==> config.mk <==
export PLATFORM = sky130hd
export DESIGN_NAME = alu_op_sequencer
export DESIGN_NICKNAME = d
export VERILOG_FILES = /design/src/rtl/alu_op_sequencer_pkg.sv /design/src/rtl/alu_op_sequencer_seq_regfile.sv /design/src/rtl/alu_op_sequencer.sv
export SDC_FILE = /design/constraint.sdc
export NUM_CORES = 1
export LEC_CHECK = 0
export ABC_AREA = 1
export CAP_MARGIN = 20
export CORE_MARGIN = 2
export CORE_UTILIZATION = 30
export CTS_BUF_LIST = sky130_fd_sc_hd__clkbuf_4
export CTS_CLUSTER_DIAMETER = 30
export DETAILED_ROUTE_END_ITERATION = 8
export PLACE_DENSITY = 0.59
export SLEW_MARGIN = 10
export SYNTH_ARGS = -nofsm -noshare
export SYNTH_HDL_FRONTEND = slang
export SYNTH_SLANG_ARGS = --single-unit
==> constraint.sdc <==
create_clock -name clk -period 5.4 [get_ports clk]
set_clock_uncertainty 0.15 [all_clocks]
set_input_delay 0.81 -clock clk [delete_from_list [all_inputs] [get_ports clk]]
set_output_delay 0.81 -clock clk [all_outputs]
set_load 0.02 [all_outputs]
==> src/rtl/alu_op_sequencer_pkg.sv <==
// rtl/alu_op_sequencer_pkg.sv - shared opcodes and FSM state type for the ALU operand sequencer
package alu_op_sequencer_pkg;

    // ALU selector codes; OP_ILLEGAL is the only code the sequencer refuses
    localparam logic [3:0] OP_PASS_A  = 4'd0;
    localparam logic [3:0] OP_PASS_B  = 4'd1;
    localparam logic [3:0] OP_INC_A   = 4'd2;
    localparam logic [3:0] OP_INC_B   = 4'd3;
    localparam logic [3:0] OP_ADD     = 4'd4;
    localparam logic [3:0] OP_ADD_NB  = 4'd5;
    localparam logic [3:0] OP_SUB     = 4'd6;
    localparam logic [3:0] OP_AND     = 4'd7;
    localparam logic [3:0] OP_ILLEGAL = 4'd8;
    localparam logic [3:0] OP_OR      = 4'd9;
    localparam logic [3:0] OP_XOR     = 4'd10;
    localparam logic [3:0] OP_NOT_A   = 4'd11;
    localparam logic [3:0] OP_NOT_B   = 4'd12;
    localparam logic [3:0] OP_SHL     = 4'd13;
    localparam logic [3:0] OP_SHR     = 4'd14;
    localparam logic [3:0] OP_ZERO    = 4'd15;

    // One instruction walks IDLE -> READ -> EXEC -> WB -> IDLE
    typedef enum logic [1:0] {
        ST_IDLE = 2'd0,
        ST_READ = 2'd1,
        ST_EXEC = 2'd2,
        ST_WB   = 2'd3
    } seq_state_e;

endpackage

==> src/rtl/alu_op_sequencer_seq_regfile.sv <==
// rtl/alu_op_sequencer_seq_regfile.sv - operand register bank, two async reads, writeback beats load
module seq_regfile #(
    parameter int DW    = 32,
    parameter int NREGS = 8,
    parameter int AW    = 3
) (
    input  logic          clk,
    input  logic          rst_n,
    input  logic          wb_en,
    input  logic [AW-1:0] wb_addr,
    input  logic [DW-1:0] wb_data,
    input  logic          ld_en,
    input  logic [AW-1:0] ld_addr,
    input  logic [DW-1:0] ld_data,
    input  logic [AW-1:0] ra_addr,
    output logic [DW-1:0] ra_data,
    input  logic [AW-1:0] rb_addr,
    output logic [DW-1:0] rb_data
);

    logic [DW-1:0] mem_q [NREGS];
    logic          ld_win;

    // A load colliding with the writeback target is dropped so the ALU result lands
    assign ld_win = ld_en && !(wb_en && (wb_addr == ld_addr));

    // Bank storage: cleared by reset, then written by writeback and/or the load port
    always_ff @(posedge clk or negedge rst_n) begin
        if (!rst_n) begin
            for (int i = 0; i < NREGS; i++) begin
                mem_q[i] <= '0;
            end
        end else begin
            if (ld_win) begin
                mem_q[ld_addr] <= ld_data;
            end
            if (wb_en) begin
                mem_q[wb_addr] <= wb_data;
            end
        end
    end

    // Read ports are combinational: a same-cycle write is not visible until the next cycle
    assign ra_data = mem_q[ra_addr];
    assign rb_data = mem_q[rb_addr];

endmodule

==> src/rtl/alu_op_sequencer.sv <==
// rtl/alu_op_sequencer.sv - fetches operands, drives the external ALU and writes its result back
module alu_op_sequencer
    import alu_op_sequencer_pkg::*;
#(
    parameter int DW    = 32,
    parameter int NREGS = 8,
    parameter int AW    = 3
) (
    input  logic          clk,
    input  logic          rst_n,
    input  logic          instr_valid,
    output logic          instr_ready,
    input  logic [3:0]    instr_op,
    input  logic [AW-1:0] instr_rd,
    input  logic [AW-1:0] instr_ra,
    input  logic [AW-1:0] instr_rb,
    input  logic          ld_en,
    input  logic [AW-1:0] ld_addr,
    input  logic [DW-1:0] ld_data,
    output logic [3:0]    alu_sel,
    output logic [DW-1:0] alu_a,
    output logic [DW-1:0] alu_b,
    input  logic [DW-1:0] alu_y,
    output logic          res_valid,
    output logic [AW-1:0] res_rd,
    output logic [DW-1:0] res_data,
    output logic          res_zero,
    output logic          illegal_op
);

    seq_state_e    state_q, state_d;
    logic          alive_q;
    logic [3:0]    op_q;
    logic [AW-1:0] rd_q, ra_q, rb_q;
    logic [3:0]    alu_sel_q;
    logic [DW-1:0] alu_a_q, alu_b_q;
    logic [DW-1:0] result_q;
    logic          illegal_q;
    logic          accept;
    logic          wb_en;
    logic [DW-1:0] ra_data, rb_data;

    // alive_q keeps ready low while in reset and for the edge that releases it
    assign instr_ready = (state_q == ST_IDLE) && alive_q;
    assign accept      = instr_valid && instr_ready;
    assign wb_en       = (state_q == ST_WB);

    // Next-state logic; an illegal opcode is consumed but never leaves IDLE
    always_comb begin
        state_d = state_q;
        unique case (state_q)
            ST_IDLE: begin
                if (accept && (instr_op != OP_ILLEGAL)) begin
                    state_d = ST_READ;
                end
            end
            ST_READ: state_d = ST_EXEC;
            ST_EXEC: state_d = ST_WB;
            ST_WB:   state_d = ST_IDLE;
            default: state_d = ST_IDLE;
        endcase
    end

    // State register; reset aborts any instruction in flight
    always_ff @(posedge clk or negedge rst_n) begin
        if (!rst_n) begin
            state_q <= ST_IDLE;
            alive_q <= 1'b0;
        end else begin
            state_q <= state_d;
            alive_q <= 1'b1;
        end
    end

    // Instruction fields captured at the handshake
    always_ff @(posedge clk or negedge rst_n) begin
        if (!rst_n) begin
            op_q <= '0;
            rd_q <= '0;
            ra_q <= '0;
            rb_q <= '0;
        end else if (accept) begin
            op_q <= instr_op;
            rd_q <= instr_rd;
            ra_q <= instr_ra;
            rb_q <= instr_rb;
        end
    end

    // Registered ALU inputs, loaded in READ and held afterwards so EXEC sees stable operands
    always_ff @(posedge clk or negedge rst_n) begin
        if (!rst_n) begin
            alu_sel_q <= '0;
            alu_a_q   <= '0;
            alu_b_q   <= '0;
        end else if (state_q == ST_READ) begin
            alu_sel_q <= op_q;
            alu_a_q   <= ra_data;
            alu_b_q   <= rb_data;
        end
    end

    // ALU result sampled at the end of EXEC, consumed in WB
    always_ff @(posedge clk or negedge rst_n) begin
        if (!rst_n) begin
            result_q <= '0;
        end else if (state_q == ST_EXEC) begin
            result_q <= alu_y;
        end
    end

    // One-cycle pulse in the cycle after an illegal opcode is accepted
    always_ff @(posedge clk or negedge rst_n) begin
        if (!rst_n) begin
            illegal_q <= 1'b0;
        end else begin
            illegal_q <= accept && (instr_op == OP_ILLEGAL);
        end
    end

    seq_regfile #(
        .DW    (DW),
        .NREGS (NREGS),
        .AW    (AW)
    ) u_rf (
        .clk     (clk),
        .rst_n   (rst_n),
        .wb_en   (wb_en),
        .wb_addr (rd_q),
        .wb_data (result_q),
        .ld_en   (ld_en),
        .ld_addr (ld_addr),
        .ld_data (ld_data),
        .ra_addr (ra_q),
        .ra_data (ra_data),
        .rb_addr (rb_q),
        .rb_data (rb_data)
    );

    assign alu_sel    = alu_sel_q;
    assign alu_a      = alu_a_q;
    assign alu_b      = alu_b_q;
    assign illegal_op = illegal_q;

    // Result report is only meaningful during WB and reads zero otherwise
    assign res_valid = wb_en;
    assign res_rd    = wb_en ? rd_q : '0;
    assign res_data  = wb_en ? result_q : '0;
    assign res_zero  = wb_en && (result_q == '0);

endmodule

==> results of run 1 <==
-- synthesized netlist by cell type --
library cell,n
nand2_1,727
inv_1,541
nor2_1,518
nand3_1,460
a21oi_1,383
dfrtp_1,373
o21ai_0,207
clkbuf_1,206
o211ai_1,128
buf_2,57
mux2_2,26
buf_6,25
buf_1,19
o21ai_1,9
nand3b_4,8
ha_1,5
nand4_1,4
nor4_1,4
nor3_1,3
buf_4,2
clkinv_1,2
inv_2,2
nor2_2,2
conb_1,1
nand2_2,1
-- power breakdown --
| part | internal, mW | switching [mW] | total [mW] | leakage [nW] |
|---|---|---|---|---|
| registers | 4.24 | 1.43 | 5.67 | 4.44 |
| clock network | 1.49 | 1.36 | 2.85 | 0.843 |
| logic | 2.88 | 4.84 | 7.72 | 8.81 |
| total | 8.60 | 7.63 | 16.2 | 14.1 |
-- final cells by class --
type / instances / area share (%)
timing repair buffer: 251 / 8.779
clock inverter: 45 / 1.086
antenna: 2 / 0.01773
sequential: 373 / 33.11
inverter: 545 / 7.246
tap: 1060 / 4.698
multi-input combinational: 2486 / 41.05
clock buffer: 151 / 4.015
-- worst reg2reg max path: cells and delay by family, from the launching register on --
kind / cells / cell delay (ns)
AO/OA/AOI/OAI: 1 / 0.17
AND/OR/NAND/NOR: 5 / 1.83
flip-flops: 1 / 0.42
adder cells (fa/ha/maj): 1 / 0.61
-- stage by stage --
stage / setup WS [ns] / instances / cell area [um^2]
floorplan: 2.958 / 3713 / 24340
global placement: 1.402 / 4713 / 26750
detailed placement: 1.460 / 4713 / 26750
CTS: 0.4555 / 4910 / 28200
global route: 0.5096 / 4912 / 28230
finish: 0.5476 / 4913 / 28230
-- cell usage in the layout, fill, tap and decap left out, types with 3 or more instances in the layout --
cell type	instances
clkdlybuf4s50_1	188
nand2_2	8
nand3b_4	8
clkinv_2	14
dfrtp_4	4
buf_12	7
mux2_2	26
inv_1	541
nand4_1	4
nor2_1	518
buf_4	52
a21oi_1	383
bufinv_16	4
clkinvlp_4	4
nor4_1	4
nand2_1	719
clkinv_1	25
clkbuf_4	151
dfrtp_1	369
o21ai_0	207
nand3_1	460
o211ai_1	128
o21ai_1	9
nor3_1	3
-- layer usage --
metal | global-route usage, % | vias up
li1 | - | 11980
met1 | 30.31 | 11560
met2 | 33.83 | 894
met3 | 3.528 | 161
met4 | 7.951 | 0
met5 | 0 | -
-- how the worst max path moves through the flow --
stage	from	to	slack [ns]	cells past startpoint
6_report	result_q[26]	res_zero	0.55	5
4_1_cts	result_q[26]	res_zero	0.46	5
3_3_place_gp	result_q[26]	res_zero	1.40	5
3_5_place_dp	result_q[26]	res_zero	1.46	5
5_1_grt	result_q[26]	res_zero	0.51	5
2_1_floorplan	state_q[0]	res_zero	2.96	6
-- sequential cells by signal, summed over array words and instances, names as in the netlist --
register / count
op_q: 4
state_q: 2
alive_q: 1
u_rf.mem_q: 256
alu_sel: 4
illegal_op: 1
result_q: 32
rd_q: 3
alu_a: 32
ra_q: 3
rb_q: 3
alu_b: 32
-- logic make-up (layout without fill, tap and decap cells) --
kind of cell | Yosys count | after routing | share of synthesized area, %
AOI/OAI and AO/OA | 727 | 727 | 16.26
adders and majority gates | 5 | 5 | 0.2570
buffers and inverters | 854 | 992 | 14.26
DFF | 373 | 373 | 38.34
muxes | 26 | 26 | 1.203
other | 1 | 3 | 0.01540
and+or+nand+nor | 1727 | 1727 | 29.66
==> run_results.csv, run 1 <==
group,metric,value,unit
worst_setup_path,r2r-start,"state_q[0]",
final_layout,area_growth,15.98,%
clock_tree,clock_path_buffers,3,
clock_tree,post_cts_buffers,0,
final_layout,n_fill_cell,8735,
worst_setup_path,path_buf_inv,2,
synthesis,syn_area_per_cell,6.556,um^2
synthesis,yosys.area.top_type,"dfrtp_1",
synthesis,ys_ff_latch,373,
worst_hold_path,worstHoldEndpoint,"ra_q[0]",
synthesis,synth_top_area_share,38.34,%
synthesis,yosys-top-cells-area,"dfrtp_1 38%, nand2_1 11%, nand3_1 9.5%, inv_1 8.3%, nor2_1 8.0%",
drt,via_per_inst,5.006,
timing,hold_viol,0,
power_and_ir_drop,p_leak,14.10,nW
synthesis,ys_types,25,
drt,route.detailed.drc,0,
power_and_ir_drop,power.total,16.23,mW
synthesis,synth_fp_nets,3802,
worst_setup_path,r2r-end,"u_rf.mem_q[154]",
synthesis,yosys_warnings,0,
final_layout,layout-drive-gt1-share,7.505,%
clock_tree,clock_sink_count,373,
clock_tree,cts_tree,"built",
drt,drtIter0Drc,2115,
grt,grt_max_degree,112,
drt,drtAntennaViolNets,0,
floorplanning,fp.dieH,288.9,um
final_layout,fin_util,35.11,%
floorplanning,ios,191,
worst_setup_path,rrSetupSlack,2.13,ns
final_layout,nNetsFinal,3861,
timing,grt_setup_unrepaired,"no",
clock_tree,insertion_delay,0.95,ns
worst_setup_path,cp_max_fo,11,
floorplanning,start_util,30.27,%
clock_tree,cts_root_buffer,"clkbuf_4",
drt,vias,24595,
timing,fin_crit,4.852,ns
worst_setup_path,endpoint_kind,"output port",
worst_setup_path,timing.critical_path.cells,"buf_4 > nor4_1 > nand3_1 > nor2_1 > clkdlybuf4s50_1",
synthesis,ys_seq_area_share,38.34,%
worst_setup_path,worst_path_dominant_cell_family,"simple AND/OR/NAND/NOR gates",
synthesis,syn_area,24340,um^2
floorplanning,core_area,80420,um^2
worst_setup_path,path_class,"register to output port",
timing,fmax,0.2061,GHz
grt,grt_pass1_vias,23139,
worst_hold_path,worstHoldPathType,"primary input to register",
timing,setup_viol,0,
placed_design,hpwlAfterDp,54950,um
power_and_ir_drop,vdd_drop_max,272.8,uV
grt,grt_overflow,0,
drt,dr.max_layer_used,"met4",
clock_tree,cts_resized,0,
drt,drt_wl_total,91370,um
grt,grt_util_all_layers,21.72,%
worst_setup_path,critPathLaunchType,"register",
drt,dr.pass1.iters,5,
floorplanning,die_area,83440,um^2
status,status,"complete, no violations",
job,max_cap_violations,0,
drt,dr_wl_met3,6568,um
drt,wl_per_cell,18.60,um
clock_tree,numCtsBuffers,115,
floorplanning,rows,104,
timing,post-route-period-util,89.86,%
placed_design,portBuffers,190,
final_layout,register_area,9349,um^2
clock_tree,path_clk_slew,0.07,ns
synthesis,syn_inst,3713,
clock_tree,ctsHoldBuffers,1,
worst_setup_path,r2r_cells,7,
timing,slew_violations,0,
worst_setup_path,slowest_delay,0.91,ns
power_and_ir_drop,pwr_density_cell,574.9,nW/um^2
timing,relSlewSlack,29.46,%
worst_setup_path,crit_arrival,3.89,ns
timing,whs,0.3048,ns
worst_hold_path,min_path_cells,3,
timing,max_slew.worst_pin.slew,1.048,ns
grt,grt_pass1_wl,140500,um
worst_setup_path,slowest_stage,"nor4_1",
grt,antenna_found_initial,2,
worst_setup_path,critPathRequiredTime,4.44,ns
placed_design,routabilityCongestion,0.7883,
clock_tree,htree_num_levels,3,
timing,setup_tns,0,ns
floorplanning,die_x,288.9,um
worst_hold_path,hp-start,"instr_ra[0]",
drt,m1WireLength,41060,um
final_layout,multi_input_area,11590,um^2
drt,route.met2.wl,41240,um
Note: power is estimated with default switching activity, not from simulation.
==> run 2: changes to the inputs <==
SETUP_SLACK_MARGIN = 0.02   (was not set)
==> results of run 2 <==
Final layout, timing and power as in run 1 (identical DEF).
